`src/rtl/save_state_mem_arbiter.sv`:
```
// Round-robin arbiter sharing one memory port between the save-state manager (A) and bridge staging (B).
// Optional mem_ack watchdog enabled by defining SS_ARB_TIMEOUT_EN.
module save_state_mem_arbiter #(
    parameter int unsigned ADDR_W         = 26,
    parameter int unsigned DATA_W         = 64,
    parameter int unsigned TIMEOUT_CYCLES = 4096
) (
    input  logic                  clk_mem_85_9,
    input  logic                  reset_n,

    input  logic                  a_req,
    input  logic                  a_rnw,
    input  logic [ADDR_W-1:0]     a_addr,
    input  logic [DATA_W/8-1:0]   a_be,
    input  logic [DATA_W-1:0]     a_wdata,
    input  logic                  a_lock,
    output logic                  a_ack,
    output logic [DATA_W-1:0]     a_rdata,

    input  logic                  b_req,
    input  logic                  b_rnw,
    input  logic [ADDR_W-1:0]     b_addr,
    input  logic [DATA_W/8-1:0]   b_be,
    input  logic [DATA_W-1:0]     b_wdata,
    output logic                  b_ack,
    output logic [DATA_W-1:0]     b_rdata,

    output logic                  mem_req,
    output logic                  mem_rnw,
    output logic [ADDR_W-1:0]     mem_addr,
    output logic [DATA_W/8-1:0]   mem_be,
    output logic [DATA_W-1:0]     mem_wdata,
    input  logic                  mem_ack,
    input  logic [DATA_W-1:0]     mem_rdata,

    output logic                  arb_err
);

    localparam logic [1:0] IDLE     = 2'd0;
    localparam logic [1:0] ISSUE    = 2'd1;
    localparam logic [1:0] WAIT_ACK = 2'd2;
    localparam logic [1:0] RESP     = 2'd3;

    localparam logic SIDE_A = 1'b0;
    localparam logic SIDE_B = 1'b1;

    if (TIMEOUT_CYCLES < 2 || (DATA_W % 8) != 0) begin : g_cfg_check
        $error("save_state_mem_arbiter: unsupported TIMEOUT_CYCLES or DATA_W");
    end

    logic [1:0] state;
    logic [1:0] state_nxt;
    logic       grant;
    logic       last_grant;
    logic       grant_nxt;
    logic       elig_b;
    logic       start;
    logic       done;
    logic       expire;

    // State register
    always_ff @(posedge clk_mem_85_9 or negedge reset_n) begin
        if (!reset_n) begin
            state <= IDLE;
        end else begin
            state <= state_nxt;
        end
    end

    // Next state and arbitration decision
    always_comb begin
        state_nxt = state;
        grant_nxt = SIDE_A;
        start     = 1'b0;
        done      = 1'b0;
        elig_b    = b_req & ~a_lock;
        case (state)
            IDLE: begin
                if (a_req || elig_b) begin
                    start     = 1'b1;
                    state_nxt = ISSUE;
                    if (a_req && elig_b) begin
                        grant_nxt = ~last_grant;
                    end else begin
                        grant_nxt = a_req ? SIDE_A : SIDE_B;
                    end
                end
            end
            ISSUE:    state_nxt = WAIT_ACK;
            WAIT_ACK: begin
                if (mem_ack || expire) begin
                    done      = 1'b1;
                    state_nxt = RESP;
                end
            end
            RESP:     state_nxt = IDLE;
            default:  state_nxt = IDLE;
        endcase
    end

    // Request latch, memory handshake and per-port responses
    always_ff @(posedge clk_mem_85_9 or negedge reset_n) begin
        if (!reset_n) begin
            grant      <= SIDE_A;
            last_grant <= SIDE_B;
            mem_req    <= 1'b0;
            mem_rnw    <= 1'b0;
            mem_addr   <= '0;
            mem_be     <= '0;
            mem_wdata  <= '0;
            a_ack      <= 1'b0;
            b_ack      <= 1'b0;
            a_rdata    <= '0;
            b_rdata    <= '0;
        end else begin
            a_ack <= 1'b0;
            b_ack <= 1'b0;
            if (start) begin
                grant     <= grant_nxt;
                mem_rnw   <= (grant_nxt == SIDE_B) ? b_rnw   : a_rnw;
                mem_addr  <= (grant_nxt == SIDE_B) ? b_addr  : a_addr;
                mem_be    <= (grant_nxt == SIDE_B) ? b_be    : a_be;
                mem_wdata <= (grant_nxt == SIDE_B) ? b_wdata : a_wdata;
            end
            if (state == ISSUE) begin
                mem_req <= 1'b1;
            end
            if (done) begin
                mem_req    <= 1'b0;
                last_grant <= grant;
                // A watchdog abort returns zero read data
                if (grant == SIDE_B) begin
                    b_ack <= 1'b1;
                    if (mem_rnw) b_rdata <= mem_ack ? mem_rdata : '0;
                end else begin
                    a_ack <= 1'b1;
                    if (mem_rnw) a_rdata <= mem_ack ? mem_rdata : '0;
                end
            end
        end
    end

`ifdef SS_ARB_TIMEOUT_EN
    localparam int unsigned CNT_W = ($clog2(TIMEOUT_CYCLES + 1) > 13) ? $clog2(TIMEOUT_CYCLES + 1) : 13;

    logic [CNT_W-1:0] wd_cnt;

    // Watchdog on mem_ack; a same-cycle mem_ack takes priority over expiry
    always_ff @(posedge clk_mem_85_9 or negedge reset_n) begin
        if (!reset_n) begin
            wd_cnt  <= '0;
            arb_err <= 1'b0;
        end else begin
            arb_err <= expire & ~mem_ack;
            if (state == ISSUE) begin
                wd_cnt <= '0;
            end else if (state == WAIT_ACK) begin
                wd_cnt <= wd_cnt + CNT_W'(1);
            end
        end
    end

    assign expire = (state == WAIT_ACK) && (wd_cnt == CNT_W'(TIMEOUT_CYCLES - 1));
`else
    assign expire  = 1'b0;
    assign arb_err = 1'b0;
`endif

endmodule
```
`config.mk`:
```
export PLATFORM = sky130hd
export DESIGN_NAME = save_state_mem_arbiter
export DESIGN_NICKNAME = d
export VERILOG_FILES = /design/src/rtl/save_state_mem_arbiter.sv
export SDC_FILE = /design/constraint.sdc
export NUM_CORES = 1
export LEC_CHECK = 0
export ABC_AREA = 1
export CAP_MARGIN = 10
export CELL_PAD_IN_SITES_DETAIL_PLACEMENT = 1
export CELL_PAD_IN_SITES_GLOBAL_PLACEMENT = 2
export CORE_ASPECT_RATIO = 0.9
export CORE_MARGIN = 4
export CORE_UTILIZATION = 20
export CTS_BUF_LIST = sky130_fd_sc_hd__clkbuf_8 sky130_fd_sc_hd__clkbuf_16
export CTS_CLUSTER_DIAMETER = 30
export CTS_CLUSTER_SIZE = 25
export DETAILED_ROUTE_END_ITERATION = 10
export GPL_TIMING_DRIVEN = 0
export PLACE_DENSITY = 0.81
export SLEW_MARGIN = 20
export SYNTH_ARGS = -nofsm -noshare
export SYNTH_HDL_FRONTEND = slang
export SYNTH_SLANG_ARGS = --single-unit
```
`constraint.sdc`:
```
create_clock -name clk_mem_85_9 -period 1.53 [get_ports clk_mem_85_9]
set_input_delay 0.153 -clock clk_mem_85_9 [delete_from_list [all_inputs] [get_ports clk_mem_85_9]]
set_output_delay 0.153 -clock clk_mem_85_9 [all_outputs]
set_load 0.005 [all_outputs]
```
# Yosys cells after proc, flatten, opt, wreduce, memory -nomap -nowiden
# Index checks and enable logic that the tools add are counted.
# word_totals
romBits,0
mem_bits_rw,0
n_memories,0
ff_bits,234
latch_bits,0
# classes
n_addsub,0
mul,0
n_lt_le_gt_ge,0
div,0
mux,22
n_shift,0
reduce_logical,7
eq_ne,5
bitwise,4
# op_table
operator,count
$mux W64,2
$mux W26,1
$mux W1,15
$mux W8,1
$pmux W2 S4,1
$reduce_and A3 Y1,2
$eq A2 B2 Y1 const B,2
$mux W2,2
$ne A2 B2 Y1 const B,2
$not A1 Y1,3
$eq A2 B1 Y1 const B,1
$logic_not A2 Y1,1
$reduce_and A2 Y1,1
$reduce_bool A2 Y1,1
$and A1 B1 Y1,1
$logic_and A1 B1 Y1,1
$logic_or A1 B1 Y1,1

# Longest topological paths before layout
# Gate-level depths: netlist of run 1.
# depth
ltp_word,7
mapped_depth,9

# Worst setup path before layout of run 1
# OpenSTA, ideal clock, no wires.
# synth_timing
path_kind,register to register
startpoint,register state[0]
endpoint,register mem_addr[15]
path_buffers,2
path_stages_with_launch,9
path_slack_ns,0.066
arrival_time_ns,1.347
required_time_ns,1.413
setup_time_ns,0.117
synth_period_minus_slack_ns,1.464
cell_sequence,dfrtp_1 -> inv_1 -> ha_1 -> a21boi_1 -> inv_2 -> buf_4 -> buf_2 -> nand2_1 -> nand2_1
# synth_between
elab_chain_len,3
word_cells_on_any_way,4
cone_classes,mux (3); reduce/logical (1)
# synth_rtl
element,line_no,source
"start, declared",51,logic [1:0] state;
"start signal, assigned",66,state <= state_nxt;
$logic_not A2 Y1 *,77,case (state)
$mux W1,77,
$mux W26,121,mem_addr <= (grant_nxt == SIDE_B) ? b_addr : a_addr;
"end signal, assigned",121,
"end, declared",30,"output logic [ADDR_W-1:0] mem_addr,"
# Every way passes the cells marked *; elsewhere a longest branch is shown, timed or not.
# A chain may end at the register's enable or synchronous reset.

# Worst setup path after layout of run 1
# layout_timing
startpoint,register state[0]
endpoint,register a_rdata[10]
# layout_between
elab_chain_len,3
# layout_rtl
element,line_no,source
$eq A2 B2 Y1,77,
$mux W1,77,
$reduce_and A3 Y1 (no source line),n/a,
"end signal, assigned",137,if (mem_rnw) a_rdata <= mem_ack ? mem_rdata : '0;
"end, declared",18,"output logic [DATA_W-1:0] a_rdata,"
# No other way between the ends.

==> results of run 1 <==
-- area by class of cell --
| cell class | count | share of cell area |
|---|---|---|
| diodes | 1 | 0.000109 |
| plain buffers | 95 | 0.0507 |
| clock buffers | 83 | 0.0845 |
| clock inverters | 44 | 0.0230 |
| inverters | 206 | 0.0337 |
| multi-input cells | 844 | 0.238 |
| flip-flops and latches | 234 | 0.255 |
| well taps | 697 | 0.0379 |
| repair buffers | 596 | 0.278 |
-- how the worst min path moves through the flow --
stage	endpoint	depth (start not counted)	from
3_3_place_gp	mem_addr[12]	2	mem_addr[12]
4_1_cts	b_rdata[30]	2	reset_n
5_1_grt	b_rdata[19]	3	mem_rdata[19]
3_5_place_dp	b_rdata[30]	1	reset_n
6_report	b_rdata[30]	2	reset_n
2_1_floorplan	a_ack	0	reset_n
-- critical path, delay by kind of cell, from the launching register on --
| kind | cells | cell delay (ns) |
|---|---|---|
| AO/OA/AOI/OAI | 1 | 0.07 |
| adder cells (fa/ha/maj) | 1 | 0.15 |
| buffers and inverters | 5 | 0.64 |
| flip-flops | 1 | 0.39 |
| AND/OR/NAND/NOR | 4 | 0.37 |
-- layout by cell type, fill, tap and decap left out, types with 13 or more instances in the layout --
cell type	Yosys	layout
sky130_fd_sc_hd__nand2_4	0	15
sky130_fd_sc_hd__dlygate4sd2_1	0	227
sky130_fd_sc_hd__buf_8	0	29
sky130_fd_sc_hd__buf_12	0	42
sky130_fd_sc_hd__buf_4	8	35
sky130_fd_sc_hd__o21ai_2	0	41
sky130_fd_sc_hd__clkbuf_16	0	83
sky130_fd_sc_hd__o21ai_1	57	14
sky130_fd_sc_hd__nor2_4	1	42
sky130_fd_sc_hd__clkinv_2	0	17
sky130_fd_sc_hd__a21oi_2	0	61
sky130_fd_sc_hd__nand2_2	1	71
sky130_fd_sc_hd__inv_1	204	211
sky130_fd_sc_hd__clkdlybuf4s50_1	0	266
sky130_fd_sc_hd__dfrtp_1	233	232
sky130_fd_sc_hd__nor2_1	67	17
sky130_fd_sc_hd__nand3_2	0	81
sky130_fd_sc_hd__buf_6	0	17
sky130_fd_sc_hd__nand4_1	99	99
sky130_fd_sc_hd__clkbuf_1	35	18
sky130_fd_sc_hd__buf_16	0	22
sky130_fd_sc_hd__clkbuf_8	0	18
sky130_fd_sc_hd__nand2_1	435	348
sky130_fd_sc_hd__nand3_1	102	13
-- sequential cells by signal, indices dropped and copies added, names as in the netlist, 2 cells and up --
| register | cells |
|---|---|
| mem_addr | 26 |
| b_rdata | 64 |
| state | 2 |
| mem_wdata | 64 |
| a_rdata | 64 |
| mem_be | 8 |
-- power by group --
part           total, mW  switching, mW  internal [mW]
combinational       17.8           8.71           9.06
clock               15.2           4.58           10.7
sequential          11.4           2.30           9.09
-- stage by stage --
stage / hold WS, ns / setup slack [ns] / util / total power, mW / instance area (um2)
after floorplan: -0.143 / 0.0659 / - / 15.5 / 10900
after global placement: 0.462 / -10.55 / 0.313 / 24.4 / 16700
after detailed placement: 0.162 / -0.956 / 0.314 / 24.8 / 16800
after CTS: 0.121 / -0.221 / 0.415 / 42.8 / 22100
after global routing: 0.155 / -0.295 / 0.431 / 46.8 / 23000
final: 0.156 / -0.226 / 0.431 / 44.4 / 23000
-- synth_stat cells --
cell type,instances,area [um2]
sky130_fd_sc_hd__a21oi_1,64,320
sky130_fd_sc_hd__dfrtp_1,233,5830
sky130_fd_sc_hd__o21ai_1,57,285
sky130_fd_sc_hd__ha_1,4,50.1
sky130_fd_sc_hd__nand2_1,435,1630
sky130_fd_sc_hd__clkbuf_1,35,131
sky130_fd_sc_hd__clkbuf_2,3,15.0
sky130_fd_sc_hd__buf_2,51,255
sky130_fd_sc_hd__buf_1,2,7.51
sky130_fd_sc_hd__nor2_1,67,251
sky130_fd_sc_hd__conb_1,1,3.75
sky130_fd_sc_hd__inv_1,204,766
sky130_fd_sc_hd__o21ai_0,10,50.1
sky130_fd_sc_hd__nand2_2,1,6.26
sky130_fd_sc_hd__o21a_1,1,7.51
sky130_fd_sc_hd__nand4_1,99,619
sky130_fd_sc_hd__nor2_4,1,11.3
sky130_fd_sc_hd__buf_4,8,60.1
sky130_fd_sc_hd__nand3_1,102,510
sky130_fd_sc_hd__inv_2,2,7.51
sky130_fd_sc_hd__a21boi_1,1,7.51
sky130_fd_sc_hd__nor2_2,1,6.26
sky130_fd_sc_hd__dfstp_2,1,26.3
-- metal layers --
| layer | routed length [um] | up-vias | GRT usage |
|---|---|---|---|
| li1 | - | 5726 | - |
| met1 | 22800 | 6266 | 0.212 |
| met2 | 31200 | 561 | 0.355 |
| met3 | 6370 | 197 | 0.0885 |
| met4 | 2900 | 22 | 0.0860 |
| met5 | 150 | - | 0 |
-- cell families (layout without fill, tap and decap cells) --
group	after synthesis	in the layout	synth area share
AOI/OAI and AO/OA	133	133	0.0617
buffers and inverters	305	1024	0.114
adders and majority gates	4	4	0.00461
and+or+nand+nor	706	706	0.280
DFF	234	234	0.539
other	1	2	0.000345
-- what timing repair did --
| action | 4_1_cts | 5_1_grt |
|---|---|---|
| setup buffers | 58 | 10 |
| endpoints found under the setup margin | 460 | 231 |
| gates cloned | 35 | 6 |
| pin swaps | 142 | 76 |
| hold buffers | 1 | 0 |
| gates resized for setup | 702 | 248 |
| hold endpoints to repair | 62 | 0 |
==> results.ini, run 1 <==
[run_status]
status=complete, but fails checks
failed_checks=setup timing

[routing]
detail_route.wl_per_cell_um=22.6
first_pass_iters=4
via_count=12800
post-route-drc-count=0
drtAntennaViolNets=0
via_per_inst=4.56
wirelength_um=63400
drt_iter0_drc=482

[worst_setup_path]
r2r.worst_path.cells=11
cp_cell_sequence=inv_2 -> buf_6 -> ha_4 -> nand2_8 -> nor2_4 -> nand2_4 -> buf_12 -> buf_12 -> buf_12 -> nand2_2 -> o21ai_1
crit_type=reg -> reg
setup.worst_path.start_class=flip-flop
critPathMaxStageDelay_ns=0.39
cp_slowest_cell=sky130_fd_sc_hd__dfrtp_1
worst_setup_path_startpoint=state[0]
r2r_end=a_rdata[10]
cp.required_ns=1.98
cp-endpoint=a_rdata[10]
end_kind=flip-flop
regToRegSetupSlack_ns=-0.23
r2r-start=state[0]
critical_path.max_fanout=8
worst_path_most_repeated_cell=sky130_fd_sc_hd__buf_12
worst_ep_arrival_time_ns=2.21

[clock_network]
htreeDepth=3
clock_latency_ns=0.59
tritoncts_num_sinks=234
tritoncts=yes
root_buffer=sky130_fd_sc_hd__clkbuf_16
cts-root-to-sink-buffers=3
worst_setup_hold_path_clk_slew_ns=0.05
number_of_buffers_created_by_cts=71

[final_layout]
drive_gt1_frac=0.307
final_net_count=2320
area_of_combinational_cells_with_multiple_inputs_um2=5460
synthToLayoutAreaGrowth_pct=112
layout.area.seq_um2=5860
number_of_standard_cells_in_the_layout_taps_in_and_fillers_out=2800
fillerInstances=5974

[synthesis]
postSynthRegisterBits=234
ys.warnings.count=0
synth_seq_area_share=0.539
syn_area_per_cell_um2=7.85
synth_cells=1383
synth_cell_type_count=23
syn-num-nets=1655
netlist_area_um2=10900

[place]
place_inst=2579
io_buffers=497
place.gp.congestion=0.894
hpwlAfterDp_um=40100

[timing]
fin_ws_ns=-0.226
rsz0062_at_grt=true
achievable_clock_frequency_mhz=570
worst_slew_pin_slew_ns=0.739
part_of_the_cycle_the_worst_path_needs=1.15
fin_skew_ns=0.0302
final_max_slew_viol_count=0
timing.max_slew.rel_slack=0.507
setup_viol=227
timing.final.hold_violations=0
tns_ns=-23.71
min_period_ns=1.76

[floorplan]
design.die.area_um2=58100
rows=80
design.core.area_um2=53400
chipHeight_um=229
starting_density_of_the_core=0.204
pin_count=499
die_width_um=254

[global_route]
grt_pass1_wl_um=90000
globalRouteOverflowTotal=0
grt.total_usage=0.203
number_of_global_route_vias_before_repair=14500
grt_start_max_net_pins=90
grt_antenna_before_repair=14

[flow_run]
maxCapViolCount=0

[pwr]
static-leakage-power_nw=11.4
power.ir.vdd_worst_v=0.000818
cellPowerDensity_nw_per_um2=1930

[hold_path]
hp-class=in -> async

No activity file was read; power rests on OpenSTA's default activity.
==> run 2: changes to the inputs <==
--- a/config.mk
+++ b/config.mk
@@ -9,7 +9,7 @@
 export CAP_MARGIN = 10
 export CELL_PAD_IN_SITES_DETAIL_PLACEMENT = 1
 export CELL_PAD_IN_SITES_GLOBAL_PLACEMENT = 2
-export CORE_ASPECT_RATIO = 0.9
+export CORE_ASPECT_RATIO = 0.7
 export CORE_MARGIN = 4
 export CORE_UTILIZATION = 20
 export CTS_BUF_LIST = sky130_fd_sc_hd__clkbuf_8 sky130_fd_sc_hd__clkbuf_16
==> run 2 against run 1 <==
Against the previous run:
- the run still ends with setup timing left
- power is 0.33% higher
- sequential share of layout area is 0.46 points lower
- clock-buffer cell count is 4 lower
- wire length is 6.5% lower
- sequential power hardly changed
- final cell count is 0.39% higher
- clock power is 6% lower
- non-clock buffer count is 23 lower
==> results.ini, run 2 (synthesis gave the netlist of run 1 again) <==
[run_status]
status=complete, but fails checks
failed_checks=setup timing

[routing]
wirelength_um=59200  ; -6.5%
first_pass_iters=4  ; unchanged
detail_route.wl_per_cell_um=21.1  ; -6.9%
drtAntennaViolNets=0  ; unchanged
post-route-drc-count=0  ; unchanged
via_per_inst=4.42  ; -3.1%
drt_iter0_drc=521  ; +8.1%
via_count=12400  ; -2.7%

[hold_path]
hp-class=in -> async

[worst_setup_path]
setup.worst_path.start_class=flip-flop
end_kind=flip-flop
cp.required_ns=2.03  ; +0.05 ns
worst_ep_arrival_time_ns=2.23  ; +0.02 ns
critical_path.max_fanout=8  ; unchanged
crit_type=reg -> reg

[place]
place.gp.congestion=0.848  ; -5.1%
hpwlAfterDp_um=39200  ; -2.1%
place_inst=2612  ; +1.3%
io_buffers=497  ; unchanged
area_after_detailed_placement_um2=16800  ; +0.25%
dp_worst_setup_slack_ns=-0.963  ; -0.00711 ns

[final_layout]
final_cell_area_um2=23400  ; +1.8%
number_of_standard_cells_in_the_layout_taps_in_and_fillers_out=2811  ; +0.39%
layout_commonest_cell=sky130_fd_sc_hd__clkdlybuf4s50_1
synthToLayoutAreaGrowth_pct=116
drive_gt1_frac=0.317  ; +0.00996
reg.largest.list=a_rdata (64), b_rdata (64), mem_wdata (64)
final_core_utilization=0.436  ; +0.00464
mostFrequentLayoutCells=sky130_fd_sc_hd__clkdlybuf4s50_1 (305), sky130_fd_sc_hd__nand2_1 (254), sky130_fd_sc_hd__dfrtp_1 (232), sky130_fd_sc_hd__inv_1 (216), sky130_fd_sc_hd__nand2_2 (120)
fillerInstances=5931  ; -0.72%
final_net_count=2295  ; -1.1%

[timing]
tns_ns=-23.72  ; -0.0140 ns
timing.final.hold_violations=0  ; unchanged
setup_viol=267  ; +18%
fin_ws_ns=-0.200  ; +0.0257 ns
rsz0062_at_grt=true
worst_slew_pin_slew_ns=0.586  ; -0.153 ns
min_period_ns=1.73  ; -0.0257 ns
timing.max_slew.rel_slack=0.610  ; +0.102
achievable_clock_frequency_mhz=578  ; +1.5%
fin_worst_hold_slack_ns=0.127  ; -0.0294 ns
part_of_the_cycle_the_worst_path_needs=1.13  ; -0.0168
final_max_slew_viol_count=0  ; unchanged
fin_skew_ns=0.0215  ; -0.00871 ns

[pwr]
design_power_total_mw=44.5  ; +0.33%
cellPowerDensity_nw_per_um2=1900  ; -1.5%
power.ir.vdd_worst_v=0.000889  ; +8.8%
static-leakage-power_nw=12.3  ; +7.1%

[clock_network]
clock_latency_ns=0.58  ; about the same
root_buffer=sky130_fd_sc_hd__clkbuf_16
number_of_buffers_created_by_cts=68  ; -4.2%
worst_setup_hold_path_clk_slew_ns=0.04  ; about the same
htreeDepth=3  ; unchanged
tritoncts=yes
tritoncts_num_sinks=234  ; unchanged
cts-root-to-sink-buffers=3  ; unchanged

[flow_run]
maxCapViolCount=0  ; unchanged

[global_route]
number_of_global_route_vias_before_repair=13600  ; -6.0%
grt_pass1_wl_um=84600  ; -6.0%
grt.total_usage=0.189  ; -0.0140
globalRouteOverflowTotal=0  ; unchanged
grt_start_max_net_pins=97  ; +7.8%
grt_antenna_before_repair=3  ; -11

[floorplan]
design.core.area_um2=53700  ; +0.74%
design.die.area_um2=58200  ; about the same
chipHeight_um=203  ; -11%
rows=71  ; -11%
pin_count=499  ; unchanged
die_width_um=287  ; +13%
starting_density_of_the_core=0.202  ; -0.00149

[run 2: cell types whose count changed in the layout (fill, tap and decap cells not counted), moves of 8 or more]
cell	change
sky130_fd_sc_hd__o21ai_1	+15
sky130_fd_sc_hd__dlygate4sd2_1	-132
sky130_fd_sc_hd__nand2_4	+45
sky130_fd_sc_hd__nand2_1	-94
sky130_fd_sc_hd__buf_16	-8
sky130_fd_sc_hd__nand3_2	-27
sky130_fd_sc_hd__nand2_2	+49
sky130_fd_sc_hd__a21oi_1	+15
sky130_fd_sc_hd__dlymetal6s2s_1	+96
sky130_fd_sc_hd__buf_4	-22
sky130_fd_sc_hd__o21ai_4	-10
sky130_fd_sc_hd__clkdlybuf4s50_1	+39
sky130_fd_sc_hd__nand3_1	+24
sky130_fd_sc_hd__a21oi_2	-14
[run 2: critical path: stages, from the launching register on]
cell	delay (ns)
sky130_fd_sc_hd__dfrtp_1	0.42
sky130_fd_sc_hd__inv_2	0.10
sky130_fd_sc_hd__ha_4	0.15
sky130_fd_sc_hd__a21boi_4	0.25
sky130_fd_sc_hd__buf_6	0.14
sky130_fd_sc_hd__buf_12	0.17
sky130_fd_sc_hd__buf_12	0.14
sky130_fd_sc_hd__buf_16	0.12
sky130_fd_sc_hd__nand3_2	0.07
sky130_fd_sc_hd__nand2_1	0.08
[run 2: what timing repair did]
| item | 4_1_cts | 5_1_grt |
|---|---|---|
| gates cloned | 26 | 16 |
| hold buffers | 1 | 0 |
| pin swaps | 77 | 90 |
| endpoints found under the hold margin | 59 | 0 |
| setup endpoints to repair | 460 | 365 |
| setup buffers | 24 | 16 |
| resized for setup | 463 | 561 |
[run 2: cell type report]
| cell class | instances | area, um2 | share of cell area |
|---|---|---|---|
| Tap cell | 730 | 913 | 0.0390 |
| Sequential cell | 234 | 5860 | 0.250 |
| Antenna cell | 4 | 10.0 | 0.000428 |
| Clock inverter | 45 | 467 | 0.0199 |
| Inverter | 206 | 800 | 0.0342 |
| Timing Repair Buffer | 572 | 6550 | 0.280 |
| Buffer | 96 | 1280 | 0.0548 |
| Multi-Input combinational cell | 844 | 5640 | 0.241 |
| Clock buffer | 79 | 1860 | 0.0796 |
| Timing Repair inverter | 1 | 20.0 | 0.000855 |
[run 2: worst paths after layout]
check | from | end | slack [ns] | cells after the start
max | state[1] | mem_wdata[55] | -0.20 | 9
min | reset_n | mem_wdata[44] | 0.13 | 2
max reg2reg | state[1] | mem_wdata[55] | -0.20 | 9
min reg2reg | mem_be[5] | mem_be[5] | 0.47 | 2
max in group asynchronous | reset_n | b_rdata[6] | 0.47 | 3
min in group clk_mem_85_9 | mem_rdata[29] | b_rdata[29] | 0.17 | 3
[run 2: routing by layer]
metal / global-route usage / part of all wire
met1: 0.247 / 0.44
met2: 0.310 / 0.48
met3: 0.0503 / 0.052
met4: 0.0511 / 0.022
met5: 0 / 0
[run 2: report_power, final]
part,leakage (nW),switching (mW),total [mW],internal (mW)
sequential,2.96,2.40,11.5,9.09
clock,1.19,4.46,14.3,9.86
combinational,8.11,8.63,18.7,10.1
total,12.3,15.5,44.5,29.0
==> run 3: changes to the inputs <==
--- a/config.mk
+++ b/config.mk
@@ -17,8 +17,9 @@
 export CTS_CLUSTER_SIZE = 25
 export DETAILED_ROUTE_END_ITERATION = 10
 export GPL_TIMING_DRIVEN = 0
+export MAX_ROUTING_LAYER = met4
 export PLACE_DENSITY = 0.81
-export SLEW_MARGIN = 20
+export SLEW_MARGIN = 5
 export SYNTH_ARGS = -nofsm -noshare
 export SYNTH_HDL_FRONTEND = slang
 export SYNTH_SLANG_ARGS = --single-unit
==> run 3 against run 2 <==
Against the previous run:
- the run still ends with setup timing left
- clock-buffer cell count unchanged
- fmax up 0.52%
- worst hold slack worse by 0.063 ns
- utilization down 0.44 points
- clock power down 3%
- sequential power about the same
- worst setup slack better by 0.0090 ns
- global-route usage up 0.60 points
- power down 0.70%
- largest power group unchanged
==> results.ini, run 3 (synthesis gave the netlist of run 1 again) <==
[floorplan]
pin_count=499  ; unchanged
chipHeight_um=203  ; unchanged
design.core.area_um2=53700  ; unchanged
rows=71  ; unchanged
design.die.area_um2=58200  ; unchanged
starting_density_of_the_core=0.202  ; unchanged
die_width_um=287  ; unchanged

[worst_setup_path]
r2r_end=a_rdata[56]
critical_path.max_fanout=10  ; +2
r2r.worst_path.cells=9  ; unchanged
cp.required_ns=2.01  ; -0.02 ns
end_kind=flip-flop
regToRegSetupSlack_ns=-0.19  ; about the same
setup.worst_path.start_class=flip-flop
worst_ep_arrival_time_ns=2.20  ; -0.03 ns
r2r-start=state[0]
worst_setup_path_startpoint=state[0]
crit_type=reg -> reg

[routing]
via_count=12400  ; -0.20%
via_per_inst=4.40  ; -0.34%
wirelength_um=59800  ; +0.90%
drtAntennaViolNets=0  ; unchanged
post-route-drc-count=0  ; unchanged
drt_iter0_drc=509  ; -2.3%
first_pass_iters=4  ; unchanged
detail_route.wl_per_cell_um=21.2  ; +0.76%

[clock_network]
tritoncts_num_sinks=234  ; unchanged
htreeDepth=3  ; unchanged
worst_setup_hold_path_clk_slew_ns=0.05  ; about the same
tritoncts=yes
root_buffer=sky130_fd_sc_hd__clkbuf_16
clock_latency_ns=0.57  ; about the same
cts-root-to-sink-buffers=3  ; unchanged
number_of_buffers_created_by_cts=67  ; -1.5%

[run_status]
status=complete, but fails checks
failed_checks=setup timing

[final_layout]
drive_gt1_frac=0.337  ; +0.0200
number_of_standard_cells_in_the_layout_taps_in_and_fillers_out=2815  ; +0.14%
mostFrequentLayoutCells=sky130_fd_sc_hd__clkdlybuf4s50_1 (266), sky130_fd_sc_hd__nand2_1 (248), sky130_fd_sc_hd__dfrtp_1 (232), sky130_fd_sc_hd__dlygate4sd2_1 (230), sky130_fd_sc_hd__inv_1 (212)
layout_commonest_cell=sky130_fd_sc_hd__clkdlybuf4s50_1
final_net_count=2305  ; +0.44%
final_cell_area_um2=23200  ; -1.0%
reg.largest.list=a_rdata (64), b_rdata (64), mem_wdata (64)
fillerInstances=5972  ; +0.69%
synthToLayoutAreaGrowth_pct=113

[pwr]
cellPowerDensity_nw_per_um2=1910  ; +0.32%
power.ir.vdd_worst_v=0.000912  ; +2.5%
static-leakage-power_nw=11.5  ; -6.6%

[timing]
worst_slew_pin_slew_ns=0.649  ; +0.0632 ns
fin_ws_ns=-0.191  ; +0.00903 ns
final_max_slew_viol_count=0  ; unchanged
fin_skew_ns=0.0178  ; -0.00370 ns
setup_viol=227  ; -15%
rsz0062_at_grt=true
timing.max_slew.rel_slack=0.567  ; -0.0421
achievable_clock_frequency_mhz=581  ; +0.52%
part_of_the_cycle_the_worst_path_needs=1.12  ; -0.00590
timing.final.hold_violations=0  ; unchanged
min_period_ns=1.72  ; -0.00903 ns

[place]
io_buffers=497  ; unchanged
place_inst=2612  ; unchanged
area_after_detailed_placement_um2=16800  ; unchanged
place.gp.congestion=0.863  ; +1.7%
hpwlAfterDp_um=39300  ; +0.12%

[global_route]
globalRouteOverflowTotal=0  ; unchanged
grt_start_max_net_pins=106  ; +9.3%
grt_pass1_wl_um=84700  ; +0.12%
grt.total_usage=0.195  ; +0.00599
number_of_global_route_vias_before_repair=13700  ; +0.67%
grt_antenna_before_repair=1  ; -2

[flow_run]
maxCapViolCount=0  ; unchanged

[hold_path]
hp-class=in -> async

-- run 3: cell count changes in the layout (fill, tap and decap cells not counted), moves of 16 or more --
cell / change
sky130_fd_sc_hd__a21oi_2: +17
sky130_fd_sc_hd__clkdlybuf4s50_1: -39
sky130_fd_sc_hd__dlymetal6s2s_1: -96
sky130_fd_sc_hd__buf_4: +16
sky130_fd_sc_hd__dlygate4sd2_1: +135
sky130_fd_sc_hd__nand2_4: +27
sky130_fd_sc_hd__nand2_2: -20
sky130_fd_sc_hd__a21oi_1: -17
-- run 3: through the flow --
step / util / setup slack (ns) / total power, mW / hold WS [ns] / setup TNS, ns
final: 0.431 / -0.191 / 44.2 / 0.0634 / -25.38
after global placement: 0.312 / -10.49 / 24.4 / 0.464 / -2580.68
after CTS: 0.396 / -0.191 / 41.2 / 0.0183 / -13.29
after detailed placement: 0.313 / -0.948 / 24.8 / 0.0534 / -147.61
after floorplan: - / 0.0659 / 15.5 / -0.143 / 0
after global routing: 0.431 / -0.269 / 46.6 / 0.0585 / -38.74
-- run 3: critical path, cell delays in order, from the launching register on --
cell                        delay [ns]
sky130_fd_sc_hd__dfrtp_1          0.38
sky130_fd_sc_hd__inv_2            0.12
sky130_fd_sc_hd__buf_12           0.11
sky130_fd_sc_hd__ha_4             0.14
sky130_fd_sc_hd__nand2_4          0.08
sky130_fd_sc_hd__nor2_4           0.16
sky130_fd_sc_hd__nand2_4          0.10
sky130_fd_sc_hd__clkbuf_16        0.19
sky130_fd_sc_hd__buf_8            0.16
sky130_fd_sc_hd__o21ai_1          0.19
-- run 3: layout make-up --
cell class	instances	area (um2)	share of cell area
diodes	1	2.50	0.000108
well taps	730	913	0.0394
multi-input cells	844	5880	0.254
repair inverters	1	7.51	0.000324
plain buffers	97	1280	0.0552
clock buffers	79	1850	0.0800
repair buffers	582	6170	0.266
clock inverters	41	418	0.0180
inverters	206	790	0.0341
flip-flops and latches	234	5860	0.253
-- run 3: worst max path at each step --
stage / endpoint / slack (ns)
floorplan: mem_addr[15] / 0.07
global placement: b_rdata[42] / -10.49
detailed placement: mem_addr[11] / -0.95
CTS: mem_be[6] / -0.19
global route: a_rdata[56] / -0.27
finish: a_rdata[56] / -0.19
-- run 3: per-layer routing --
layer	track usage	wire, um	vias to the layer above	part of all wire
met3	0.0438	3180	105	0.053
met4	0.0620	1520	0	0.025
met1	0.248	26000	6255	0.44
met2	0.310	29000	338	0.49
met5	-	0	-	0
li1	-	-	5698	-
-- run 3: power breakdown --
group | internal [mW] | switching, mW
Sequential | 9.09 | 2.61
Clock | 9.47 | 4.42
Combinational | 9.72 | 8.91
Total | 28.3 | 15.9
-- run 3: repair_timing --
action                                  4_1_cts  5_1_grt
pin swaps                                   104       50
endpoints found under the setup margin      460      230
resized for setup                           647      457
hold buffers                                  1        0
hold endpoints to repair                    233        0
cloned                                       26       16
setup buffers                                44        8
